File: src/rtl/base_endian_sched.sv
// ============================================================================
// Module   : base_endian_sched
// Purpose  : Round-robin arbiter in front of one shared byte-swap datapath,
//            with a single registered valid/ready output stage.
// Option   : BASE_ENDIAN_SCHED_LOCK_EN adds i_last/o_last packet locking.
// Revision : 1.0 - initial release
// ============================================================================
`default_nettype none

module base_endian_sched #(
  parameter  int BYTES = 8,
  parameter  int WAYS  = 2,
  localparam int W     = 8 * BYTES,
  localparam int SW    = (WAYS > 1) ? $clog2(WAYS) : 1
) (
  input  logic              i_clk,
  input  logic              i_rst_n,
  input  logic [WAYS-1:0]   i_v,
  output logic [WAYS-1:0]   o_r,
  input  logic [WAYS*W-1:0] i_d,
  input  logic [WAYS-1:0]   i_swap,
`ifdef BASE_ENDIAN_SCHED_LOCK_EN
  input  logic [WAYS-1:0]   i_last,
  output logic              o_last,
`endif
  output logic              o_v,
  input  logic              i_r,
  output logic [W-1:0]      o_d,
  output logic [SW-1:0]     o_src
);

  logic          r_v;
  logic [W-1:0]  r_d;
  logic [SW-1:0] r_src;
  logic [SW-1:0] r_ptr;

  logic          w_rr_found;
  logic [SW-1:0] w_rr_gnt;
  logic          w_found;
  logic [SW-1:0] w_gnt;
  logic          w_load;
  logic [SW-1:0] w_ptr_next;
  logic [W-1:0]  w_beat;
  logic [W-1:0]  w_rev;
  logic [W-1:0]  w_next_d;

  // First valid requester at or after the pointer, wrapping modulo WAYS.
  always_comb begin
    int idx;
    idx        = 0;
    w_rr_found = 1'b0;
    w_rr_gnt   = '0;
    for (int i = 0; i < WAYS; i++) begin
      idx = int'(r_ptr) + i;
      if (idx >= WAYS) idx = idx - WAYS;
      if (!w_rr_found && i_v[idx]) begin
        w_rr_found = 1'b1;
        w_rr_gnt   = SW'(idx);
      end
    end
  end

`ifdef BASE_ENDIAN_SCHED_LOCK_EN
  logic r_locked;
  logic r_last;

  // While a packet is open, the owner is the last granted requester (r_src).
  assign w_found = r_locked ? i_v[r_src] : w_rr_found;
  assign w_gnt   = r_locked ? r_src : w_rr_gnt;
  assign o_last  = r_last;
`else
  assign w_found = w_rr_found;
  assign w_gnt   = w_rr_gnt;
`endif

  assign w_load     = i_rst_n & w_found & (~r_v | i_r);
  assign w_ptr_next = (w_gnt == SW'(WAYS - 1)) ? '0 : w_gnt + 1'b1;

  always_comb begin
    o_r = '0;
    if (w_load) o_r[w_gnt] = 1'b1;
  end

  // Requester 0 sits in the most significant slice of i_d.
  assign w_beat = i_d[(WAYS - 1 - int'(w_gnt)) * W +: W];

  always_comb begin
    w_rev = '0;
    for (int j = 0; j < BYTES; j++) begin
      w_rev[8*j +: 8] = w_beat[8*(BYTES-1-j) +: 8];
    end
  end

  assign w_next_d = i_swap[w_gnt] ? w_rev : w_beat;

  always_ff @(posedge i_clk or negedge i_rst_n) begin
    if (!i_rst_n) begin
      r_v      <= 1'b0;
      r_d      <= '0;
      r_src    <= '0;
      r_ptr    <= '0;
`ifdef BASE_ENDIAN_SCHED_LOCK_EN
      r_locked <= 1'b0;
      r_last   <= 1'b0;
`endif
    end else if (w_load) begin
      r_v   <= 1'b1;
      r_d   <= w_next_d;
      r_src <= w_gnt;
`ifdef BASE_ENDIAN_SCHED_LOCK_EN
      r_last <= i_last[w_gnt];
      if (i_last[w_gnt]) begin
        r_locked <= 1'b0;
        r_ptr    <= w_ptr_next;
      end else begin
        r_locked <= 1'b1;
      end
`else
      r_ptr <= w_ptr_next;
`endif
    end else if (i_r) begin
      r_v <= 1'b0;
    end
  end

  assign o_v   = r_v;
  assign o_d   = r_d;
  assign o_src = r_src;

endmodule

`default_nettype wire
File: config.mk
export PLATFORM = sky130hd
export DESIGN_NAME = base_endian_sched
export DESIGN_NICKNAME = d
export VERILOG_FILES = /design/src/rtl/base_endian_sched.sv
export SDC_FILE = /design/constraint.sdc
export NUM_CORES = 1
export LEC_CHECK = 0
export CAP_MARGIN = 0
export CELL_PAD_IN_SITES_DETAIL_PLACEMENT = 1
export CELL_PAD_IN_SITES_GLOBAL_PLACEMENT = 2
export CORE_UTILIZATION = 22
export DETAILED_ROUTE_END_ITERATION = 16
export GPL_TIMING_DRIVEN = 0
export HOLD_SLACK_MARGIN = 0.08
export PLACE_DENSITY = 0.88
export SLEW_MARGIN = 20
export SYNTH_ARGS = -nofsm -noshare
export SYNTH_HDL_FRONTEND = slang
export SYNTH_SLANG_ARGS = --single-unit
File: constraint.sdc
create_clock -name i_clk -period 1.3 [get_ports i_clk]
set_input_delay 0.13 -clock i_clk [delete_from_list [all_inputs] [get_ports i_clk]]
set_output_delay 0.13 -clock i_clk [all_outputs]
set_load 0.01 [all_outputs]
After elaboration in Yosys (flattened, before gate mapping)
Cells that the tools add are included.
{"block": "totals", "regBits": 67, "input_bits": 135, "elab_cells": 45}
{"block": "op_classes", "add_sub_neg": 5, "order_cmp": 6, "n_shift": 1, "muxes": 21, "bitwise_logic": 4, "reduce_logical": 4}
{"operator": "variable part select 128 x 8 -> 64 bit", "n": 1}
{"operator": "< comparator 32 x 3 -> 1 bit, second input constant", "n": 2}
{"operator": "2-to-1 mux 32 bit", "n": 2}
{"operator": "2-to-1 mux 64 bit", "n": 1}
{"operator": "2-to-1 mux 1 bit", "n": 16}
{"operator": "subtractor 1 x 2 -> 3 bit, second input constant", "n": 1}
{"operator": "subtractor 2 x 2 -> 3 bit, second input constant", "n": 1}
{"operator": "adder 1 x 1 -> 2 bit, second input constant", "n": 1}
{"operator": "bitwise AND 1 bit", "n": 2}
{"operator": ">= comparator 1 x 2 -> 1 bit, second input constant", "n": 1}
{"operator": ">= comparator 2 bit, second input constant", "n": 1}
{"operator": "logical AND 1 bit", "n": 2}
{"operator": "< comparator 1 x 2 -> 1 bit, second input constant", "n": 1}
{"operator": "2-to-1 mux 2 bit", "n": 1}
{"operator": "nonzero test 2 bit", "n": 1}
{"operator": "subtractor 1 x 1 -> 2 bit, first input constant", "n": 1}
{"operator": "adder 1 bit, second input constant", "n": 1}
{"operator": "demux 1 bit (select 1 bit)", "n": 1}
{"operator": ">= comparator 1 bit, second input constant", "n": 1}
{"operator": "zero test 1 bit", "n": 1}
{"operator": "NOT 1 bit", "n": 1}
{"operator": "OR 1 bit", "n": 1}

Depth between registers and ports, before layout
{"block": "logic_depth", "word_depth": 14, "depth_mapped": 6, "depth_no_buf": 3}

Worst setup path after synthesis
No wires, ideal clock.
{"block": "synth_path", "path_type": "register -> output", "start": "register r_v, in the netlist o_v", "end": "output port o_r[0]", "arrival_time_ns": 1.371, "path_slack_ns": -0.201, "path_stages_with_launch": 7, "path_buffers": 3, "path_cell_list": "dfrtp_1 nor2b_1 or2_1 clkbuf_1 buf_6 buf_6 a21oi_1"}
{"block": "synth_via", "elab_chain_cells": 4}
{"element": "start: declaration", "line": "32", "text": "logic r_v;"}
{"element": "start signal: assignment", "line": "98", "text": "r_v <= 1'b0;"}
{"element": "start signal: assignment", "line": "107", "text": "r_v <= 1'b1;"}
{"element": "start signal: assignment", "line": "122", "text": "r_v <= 1'b0;"}
{"element": "NOT 1 bit", "line": "76", "text": "assign w_load = i_rst_n & w_found & (~r_v | i_r);"}
{"element": "OR 1 bit", "line": "76"}
{"element": "bitwise AND 1 bit", "line": "76"}
{"element": "2-to-1 mux 2 bit", "line": "81", "text": "if (w_load) o_r[w_gnt] = 1'b1;"}
{"element": "end: declaration", "line": "19", "text": "output logic [WAYS-1:0] o_r,"}
Every way passes these cells.

Worst setup path after layout
Ends and elaborated chain as after synthesis.

==> reports/metrics.cfg <==
[floorplanning]
top_level_ports=203
start_util_pct=22.4
coreArea_um2=21800
die_w_um=151
num_rows=54
die_height_um=151
die-area_um2=22700

[global_routing]
grt_max_degree=24
busiest_layer=met2
grt_pass1_wl_um=36900
grt_use_met3_pct=5.73
grt_antenna_before_repair=2
grt_overflow_total=0
grt_use_met2_pct=37.1
gr-usage-all-layers_pct=22.2
grt_pass1_vias=5948
gr-usage-met1_pct=27.8

[finish]
syn2layout_area_growth_pct=94.1
nets=903
layoutNonFillerInstCount=1054
num-fill-cells=2386
stdcell_area_um2=9440
drive_above_1_share_pct=30.4
final_util_pct=43.4

[drt]
drcViolationCount=0
first_iter_violations=205
finalWirelength_um=26800
ant_nets=0
viasPerCell=5.37
drt_pass1_iterations=4
vias=5663
wl_per_cell_um=25.5

[critical_path]
path_max_fanout=4
arrival_ns=1.62
crit_type=reg -> out
crit_slowest_cell=dfrtp_1
slowest_delay_ns=0.39
crit_chain=nor2b_4 > or2_4 > buf_8 > buf_12 > a21oi_4 > buf_2
start_kind=flip-flop
crit_buf_inv=3
end_kind=primary output
reg2reg_slack_ns=-0.31
critPathTopFamily=flip-flops
required_ns=1.17
cp.depth=6
rr_worst_depth=7

[clock_network]
htree_levels=3
cts_sinks=67
root_buffer=clkbuf_16
clk_latency_ns=0.35
cts.clk_slew.worst_paths_ns=0.07
cts_tree=yes
numCtsBuffers=9
clock_path_buffers=2

[placement]
placed_cells=1014
pre_cts_slack_ns=-1.28
gp_congestion=0.816
placed_cell_area_um2=7290
portBuffers=200
dp_hpwl_um=17400

[timing]
fin_skew_ns=0.00756
finalWorstSetupSlack_ns=-0.446
max_freq_mhz=573
setup_violations=67
worst-slew-pin-transition_ns=0.743
period_minus_slack_ns=1.75
hold_ws_ns=0.421
rsz0062_at_grt=true
maxSlewViolCount=0
hold_violations=0
timing.slew.headroom_pct=50.5
period_share_pct=134

[synthesis]
syn-num-nets=668
synth.avg_cell_area_um2=9.12
synthCells=533
ys_types=18
yosysWarnings=0
ys_seq_area_share_pct=34.5
synth_seq_cells=67
syn_area_um2=4860

[power]
peakVddDrop_mv=0.601
cellLeakagePower_uw=0.00394
powerDensity_nw_per_um2=1070

[worst_hold_path]
hp-class=in -> reg
min_path_cells=4

[status]
violations=setup timing
status=finished, violations left

[job]
drv_cap=0

[state kept, by name, indices dropped and copies added, names as in the netlist]
signal and cells:
o_d 64, o_src 1, o_v 1, r_ptr 1
[layout make-up]
| type | count | area, um2 | area share (%) |
|---|---|---|---|
| multi-input combinational | 395 | 4190 | 44.3 |
| sequential | 67 | 1680 | 17.8 |
| timing repair buffer | 225 | 2310 | 24.5 |
| tap | 280 | 350 | 3.71 |
| clock buffer | 12 | 256 | 2.72 |
| antenna | 1 | 2.50 | 0.0265 |
| buffer | 70 | 581 | 6.15 |
| clock inverter | 4 | 72.6 | 0.769 |
[report_power, final]
| part | leakage, uW | internal [uW] | total, uW | switching [uW] |
|---|---|---|---|---|
| Combinational | 0.00296 | 2160 | 4460 | 2300 |
| Sequential | 0.000818 | 2510 | 2800 | 293 |
| Clock | 0.000159 | 1790 | 2840 | 1050 |
[cell usage in the layout, fill, tap and decap left out, drive strengths merged]
master and n:
mux2i 64, nand2 1, buf 56, dfrtp 67, or2 1, dlygate4sd2 66
clkinvlp 1, nor2b 65, a221oi 64, nor2 1, nand2b 2, clkinv 1
clkbuf 50, clkdlybuf4s50 131, bufbuf 1, bufinv 2, a21oi 1, and3 64
mux2 1, o31ai 64, dlygate4sd3 3, o21ai 67, diode 1
[stage by stage]
| stage | power [uW] | TNS [ns] |
|---|---|---|
| after global placement | 6090 | -440.06 |
| after global routing | 10500 | -16.67 |
| after CTS | 9210 | -13.10 |
| final | 10100 | -14.99 |
| after floorplan | 4170 | -2.65 |
| after detailed placement | 6140 | -56.66 |
[path summary, 6_finish.rpt]
check,startpoint,to
setup / recovery,o_v,o_r[0]
hold / removal,i_swap[1],o_d[22]
setup reg to reg,o_v,o_d[13]
hold reg to reg,o_d[47],o_d[47]
max in group asynchronous,i_rst_n,o_d[19]
min in group asynchronous,i_rst_n,o_d[25]
[layer usage]
| metal | vias to the layer above | share of wire (%) |
|---|---|---|
| li1 | 2560 | - |
| met1 | 2877 | 42 |
| met2 | 188 | 49 |
| met3 | 36 | 6.3 |
| met4 | 2 | 2.1 |
| met5 | - | 0.030 |
[synthesized netlist by cell type]
cell type  instances  area [um2]
a21oi_1            1        5.00
a221oi_1          64         561
and3_1            64         400
buf_2             13        65.1
buf_4              4        30.0
buf_6              3        33.8
clkbuf_1          51         191
dfrtp_1           67        1680
mux2_2             1        11.3
mux2i_1           64         641
nand2_1            1        3.75
nand2b_1           2        12.5
nor2_1             1        3.75
nor2b_1           65         407
o21ai_0           66         330
o21ai_1            1        5.00
o31ai_1           64         480
or2_1              1        6.26
[worst min-delay path, cell delays in order]
cell and delay (ns):
buf_2 0.19, mux2i_1 0.17, and3_1 0.18, o31ai_2 0.06
[cell families after synthesis]
| group | count (synthesis) | synth area share [%] |
|---|---|---|
| AND/OR/NAND/NOR | 134 | 17.1 |
| flip-flops | 67 | 34.5 |
| buffers and inverters | 71 | 6.59 |
| AO/OA/AOI/OAI | 196 | 28.4 |
| multiplexers | 65 | 13.4 |
[repair_timing]
item                                    4_1_cts  5_1_grt
pin swaps                                     3       43
endpoints found under the hold margin        45        0
endpoints found under the setup margin      134       68
buffers inserted                              8        2
gates resized for setup                     245      210
gates cloned                                  1        6
hold buffers                                  7        0
Power figures use the tool's default switching activity.
